[config.mk]
export PLATFORM = sky130hd
export DESIGN_NAME = i2c_scl_timer
export DESIGN_NICKNAME = d
export VERILOG_FILES = /design/src/rtl/i2c_scl_timer.sv
export SDC_FILE = /design/constraint.sdc
export NUM_CORES = 1
export LEC_CHECK = 0
export CAP_MARGIN = 40
export CORE_MARGIN = 2
export CORE_UTILIZATION = 45
export DETAILED_ROUTE_END_ITERATION = 8
export MAX_ROUTING_LAYER = met4
export SLEW_MARGIN = 20
export SYNTH_ARGS = -nofsm -noshare
export SYNTH_HDL_FRONTEND = slang
export SYNTH_SLANG_ARGS = --single-unit
[constraint.sdc]
create_clock -name clk -period 5.5 [get_ports clk]
set_input_delay 1.1 -clock clk [delete_from_list [all_inputs] [get_ports clk]]
set_output_delay 1.1 -clock clk [all_outputs]
set_load 0.01 [all_outputs]
[src/rtl/i2c_scl_timer.sv]
// i2c_scl_timer: SCL bit-timing generator for the I2C master.
// Sequences each bit as LOW -> WAIT_HIGH -> HIGH.
// WAIT_HIGH absorbs slave clock stretching and can give up with a sticky timeout.
// All outputs are registered from the next-state decode, so they line up
// with the state the block is in during the same cycle.
module i2c_scl_timer #(
  parameter int CNT_W = 16,
  parameter int TO_W  = 20
) (
  input  logic             clk,
  input  logic             reset,
  input  logic             en,
  input  logic [CNT_W-1:0] low_cnt,
  input  logic [CNT_W-1:0] high_cnt,
  input  logic             stretch_en,
  input  logic             scl_in,
  input  logic [TO_W-1:0]  to_limit,
  input  logic             to_clr,
  output logic             scl_oe,
  output logic             sda_tick,
  output logic             sample_tick,
  output logic             bit_done,
  output logic             stretching,
  output logic             timeout,
  output logic             busy
);

  localparam logic [1:0] ST_IDLE = 2'd0;
  localparam logic [1:0] ST_LOW  = 2'd1;
  localparam logic [1:0] ST_WAIT = 2'd2;
  localparam logic [1:0] ST_HIGH = 2'd3;

  // Phase lengths shorter than two cycles would collapse the mid-phase tick
  // onto the phase edges, so they are raised to two.
  function automatic logic [CNT_W-1:0] clamp_len(input logic [CNT_W-1:0] len);
    if (len < CNT_W'(2)) begin
      clamp_len = CNT_W'(2);
    end else begin
      clamp_len = len;
    end
  endfunction

  // Stretch counter saturates instead of wrapping so a disabled timeout never
  // sees a false small count.
  function automatic logic [TO_W-1:0] sat_inc(input logic [TO_W-1:0] val);
    if (val == {TO_W{1'b1}}) begin
      sat_inc = val;
    end else begin
      sat_inc = val + TO_W'(1);
    end
  endfunction

  logic [1:0]       state_r,    state_s;
  logic [CNT_W-1:0] cnt_r,      cnt_s;
  logic [CNT_W-1:0] low_len_r,  low_len_s;
  logic [CNT_W-1:0] high_len_r, high_len_s;
  logic [TO_W-1:0]  stretch_r,  stretch_s;
  logic             timeout_s;
  logic             stretch_obs_s;
  logic             scl_oe_s, sda_tick_s, sample_tick_s, bit_done_s, busy_s;

  // Next-state, phase counter, latched lengths, stretch counter and timeout flag.
  always_comb begin
    state_s       = state_r;
    cnt_s         = cnt_r;
    low_len_s     = low_len_r;
    high_len_s    = high_len_r;
    stretch_s     = stretch_r;
    stretch_obs_s = 1'b0;
    if (to_clr) begin
      timeout_s = 1'b0;
    end else begin
      timeout_s = timeout;
    end
    case (state_r)
      ST_IDLE: begin
        cnt_s     = {CNT_W{1'b0}};
        stretch_s = {TO_W{1'b0}};
        if (en && !timeout) begin
          state_s   = ST_LOW;
          low_len_s = clamp_len(low_cnt);
        end else begin
          state_s = ST_IDLE;
        end
      end
      ST_LOW: begin
        if (cnt_r == low_len_r - CNT_W'(1)) begin
          state_s = ST_WAIT;
          cnt_s   = {CNT_W{1'b0}};
        end else begin
          cnt_s = cnt_r + CNT_W'(1);
        end
      end
      ST_WAIT: begin
        if (scl_in || !stretch_en) begin
          state_s    = ST_HIGH;
          cnt_s      = {CNT_W{1'b0}};
          high_len_s = clamp_len(high_cnt);
          stretch_s  = {TO_W{1'b0}};
        end else begin
          stretch_obs_s = 1'b1;
          stretch_s     = sat_inc(stretch_r);
          if ((to_limit != {TO_W{1'b0}}) && (stretch_s >= to_limit)) begin
            // Setting the flag overrides a coincident clear.
            state_s   = ST_IDLE;
            stretch_s = {TO_W{1'b0}};
            timeout_s = 1'b1;
          end else begin
            state_s = ST_WAIT;
          end
        end
      end
      ST_HIGH: begin
        if (cnt_r == high_len_r - CNT_W'(1)) begin
          cnt_s = {CNT_W{1'b0}};
          if (en && !timeout) begin
            state_s   = ST_LOW;
            low_len_s = clamp_len(low_cnt);
          end else begin
            state_s = ST_IDLE;
          end
        end else begin
          cnt_s = cnt_r + CNT_W'(1);
        end
      end
      default: begin
        state_s   = ST_IDLE;
        cnt_s     = {CNT_W{1'b0}};
        stretch_s = {TO_W{1'b0}};
      end
    endcase
  end

  // Output decode from the next state so registered outputs match the state.
  always_comb begin
    scl_oe_s      = (state_s == ST_LOW);
    busy_s        = (state_s != ST_IDLE);
    sda_tick_s    = (state_s == ST_LOW)  && (cnt_s == (low_len_s >> 1));
    sample_tick_s = (state_s == ST_HIGH) && (cnt_s == (high_len_s >> 1));
    bit_done_s    = (state_s == ST_HIGH) && (cnt_s == high_len_s - CNT_W'(1));
  end

  // State, counters and registered outputs; synchronous active-low reset.
  always_ff @(posedge clk) begin
    if (!reset) begin
      state_r     <= ST_IDLE;
      cnt_r       <= {CNT_W{1'b0}};
      low_len_r   <= {CNT_W{1'b0}};
      high_len_r  <= {CNT_W{1'b0}};
      stretch_r   <= {TO_W{1'b0}};
      timeout     <= 1'b0;
      scl_oe      <= 1'b0;
      sda_tick    <= 1'b0;
      sample_tick <= 1'b0;
      bit_done    <= 1'b0;
      stretching  <= 1'b0;
      busy        <= 1'b0;
    end else begin
      state_r     <= state_s;
      cnt_r       <= cnt_s;
      low_len_r   <= low_len_s;
      high_len_r  <= high_len_s;
      stretch_r   <= stretch_s;
      timeout     <= timeout_s;
      scl_oe      <= scl_oe_s;
      sda_tick    <= sda_tick_s;
      sample_tick <= sample_tick_s;
      bit_done    <= bit_done_s;
      stretching  <= stretch_obs_s;
      busy        <= busy_s;
    end
  end

endmodule

==> run summary <==
Clk slew on worst S/H paths -> 60 ps
CTS tree -> yes
Final GP Congestion -> 0.963
Post-synth EDFFs -> 0
Postcts setup bufs -> 0
CP max stage cell -> nor4_1
Setup Slack @ Placement -> 131 ps
Crit path buffers/inverters -> 0
Critical Path Max Stage Delay -> 490 ps
Ant diodes -> 0
Wire length per cell -> 20.2 um
Nets@finish -> 1101
Setup TNS -> 0 ps
Final antenna-violating net count -> 0
Area grow syn2layout -> 18.8%
Clock buffer depth -> 2
Slew @ Worst Pin -> 804 ps
CP Launch Type -> flip-flop
Tightest Hold Check Type -> reg2reg
Pin count of the biggest net entering global routing -> 44
DRC -> 0
Core Box Area -> 15300 um2
Final hold vios -> 0
Final hold slack -> 512 ps
Achievable Freq -> 0.197 GHz
Met3 Use GR -> 3.72%
Total iterations of the first detailed-routing run -> 7
P per Cell Area -> 175 nW/um2
Slew headroom -> 46.4%
Vias per inst -> 6.09
Leakage -> 3.34 nW
Clk sink count -> 77
Post-Syn Area -> 7080 um2
IO Port Bufs -> 64
HPWL after DPL -> 19400 um
Top cells by area, synth -> dfxtp_1 (22%), xnor2_1 (7.6%), nor2_1 (5.5%)
Cell variety after synth -> 80
Final Critical Period -> 5080 ps
Final number of setup-violating endpoints -> 0
Syn_area_per_cell -> 7.44 um2
Initial Util -> 46.4%
Post-synthesis async set-or-reset flop share -> 0%
First-pass GRT wire length -> 38900 um
Placed Cells -> 1214
End-of-flow core utilization -> 55.1%
Slew Limit Fails -> 0
IO Pins -> 65
VDD IR max -> 0.180 mV
Tcrit/Tclk final -> 92.3%
Worst Path Arrival -> 5270 ps
Mapped Cells -> 951
Die height -> 129 um
Area share of the largest cell type after synthesis -> 21.8%
CP required -> 5700 ps
Worst-skew pair later-pin latency -> 350 ps
Busiest layer in global routing -> met2
Synth area leader -> dfxtp_1
Synth Net Count -> 1038
GR Util met2 -> 47.6%
Met1 Track Usage GR -> 43.1%
Remaining Overflow, GRT -> 0
Ys Warns -> 0
Sequential area share after synthesis -> 21.8%
GRT Total Usage -> 31.2%
RSZ-0062 raised after global routing -> no
Cells along the critical path -> nand4_1, nor3_1, and2_1, nand3_1, nand2_1, nor2_1, nand3_1, nor2_1, xor2_1, ha_1, a21oi_1, nand2_1, a21oi_1, a221oi_1, nand3_1, a22o_1, nor2b_1, nand2_1, nor4_1, nand4_1, nor4_1
Die area -> 16700 um2
Max-cap violations -> 0
Status -> complete, no violations
Die X -> 129 um
Synth Flop Type -> dfxtp_1
Clock root buffer -> clkbuf_16
Yosys reg bits -> 77
Clock Skews -> 8.44 ps
WS Path Type -> reg2reg
Setup WS post-layout -> 424 ps
Iter 0 DRT Violations -> 502
Initial antenna violation count -> 0
H-tree levels -> 3
Drt total wl -> 24900 um
Number of global-route vias before repair -> 6875
Worst Setup End Kind -> flip-flop
Vias -> 7489
CP top delay family -> simple AND/OR/NAND/NOR gates
Number of cell rows -> 45
Fraction of layout cells with a size suffix above 1 -> 8.73%
Final std cells w/o fill -> 1230
CTS Buf Count -> 9
Critical Path Fanout Max -> 8
## sequential cells by signal (all words and copies together), names as in the netlist, 2 cells and up
| name | flops |
|---|---|
| cnt_r | 16 |
| state_r | 2 |
| high_len_r | 16 |
| stretch_r | 20 |
| low_len_r | 16 |
## cells by family (layout without fill, tap and decap cells)
logic type,count (synthesis),after routing,synth area share [%]
multiplexers,24,24,3.47
AND/OR/NAND/NOR,397,397,29.3
flip-flops,77,77,21.8
AO/OA/AOI/OAI,225,225,22.6
XOR/XNOR,95,95,11.8
buffers and inverters,103,171,5.84
adder cells (fa/ha/maj),30,30,5.27
## synthesized netlist by cell type, drive strengths merged (6+ instances only)
master and number:
and2 26, nand2 63, o31ai 9, nor2 106, nand2b 7, o211ai 7, xor2 34, inv 48
xnor2 61, o21a 6, or3 11, nor3 29, nor2b 14, ha 29, clkbuf 41, a22o 14
nand3 43, or2 8, nor4 27, nor3b 7, a22oi 15, or4 9, a21oi 52, o22ai 11
and3 15, o21ai 35, buf 14, mux2i 20, a31oi 12, nand4 22, dfxtp 77
## layout by cell type (no fill, tap or decap), types with 13 or more instances in the layout
cell type        Yosys  routed
and2_1              26      26
xnor2_1             61      61
inv_1               47      47
mux2i_1             20      20
a22o_1              14      14
nand3_1             43      43
a22oi_1             13      13
clkdlybuf4s50_1      0      64
xor2_1              34      34
and3_1              15      15
dfxtp_1             77      77
o21ai_0             33      33
nand4_1             22      22
nor2_1             104     103
nor3_1              27      27
nand2_1             63      63
nor4_1              23      22
a21oi_1             52      52
nor2b_1             14      14
ha_1                29      29
buf_4                1      41
## cell type report
| type | count | area [um2] |
|---|---|---|
| multi-input combinational | 771 | 5130 |
| sequential | 77 | 1540 |
| clock inverter | 5 | 58.8 |
| clock buffer | 11 | 243 |
| fill | 1523 | 6850 |
| inverter | 48 | 180 |
| timing repair buffer | 107 | 988 |
| tap | 211 | 264 |
## through the flow
step                      power [mW]  cell area [um2]
after floorplan                0.752             7080
after global placement         0.857             8080
after detailed placement       0.857             8100
after CTS                       1.48             8400
after global routing            1.53             8410
final                           1.47             8410
## power breakdown
part,internal [mW],switching (mW)
sequential,0.567,0.0131
combinational,0.122,0.148
clock,0.365,0.259
## worst min-delay path: stages (launching register included)
cell and delay [ps]:
dfxtp_1 340, nand2_1 70, a21oi_1 60
## path summary, 6_finish.rpt
| check | endpoint | slack, ps | depth (start not counted) | start |
|---|---|---|---|---|
| setup / recovery | sample_tick$_SDFF_PN0_ | 420 | 21 | stretch_r[6]$_SDFFE_PN0P_ |
| hold / removal | stretch_r[18]$_SDFFE_PN0P_ | 510 | 2 | stretch_r[18]$_SDFFE_PN0P_ |
| setup reg to reg | sample_tick$_SDFF_PN0_ | 420 | 21 | stretch_r[6]$_SDFFE_PN0P_ |
| hold reg to reg | stretch_r[18]$_SDFFE_PN0P_ | 510 | 2 | stretch_r[18]$_SDFFE_PN0P_ |
## layer usage
metal / wire, um / vias up
met5: 0 / -
met4: 587 / 0
met3: 1730 / 33
met2: 11100 / 293
met1: 11500 / 3566
li1: - / 3597
## what timing repair did
action                                  in CTS  in global routing
endpoints found under the setup margin       0                  1
resized for setup                            0                  1
hold buffers                                 0                  0
hold endpoints to repair                     0                  0
(Power assumes the default switching activity.)
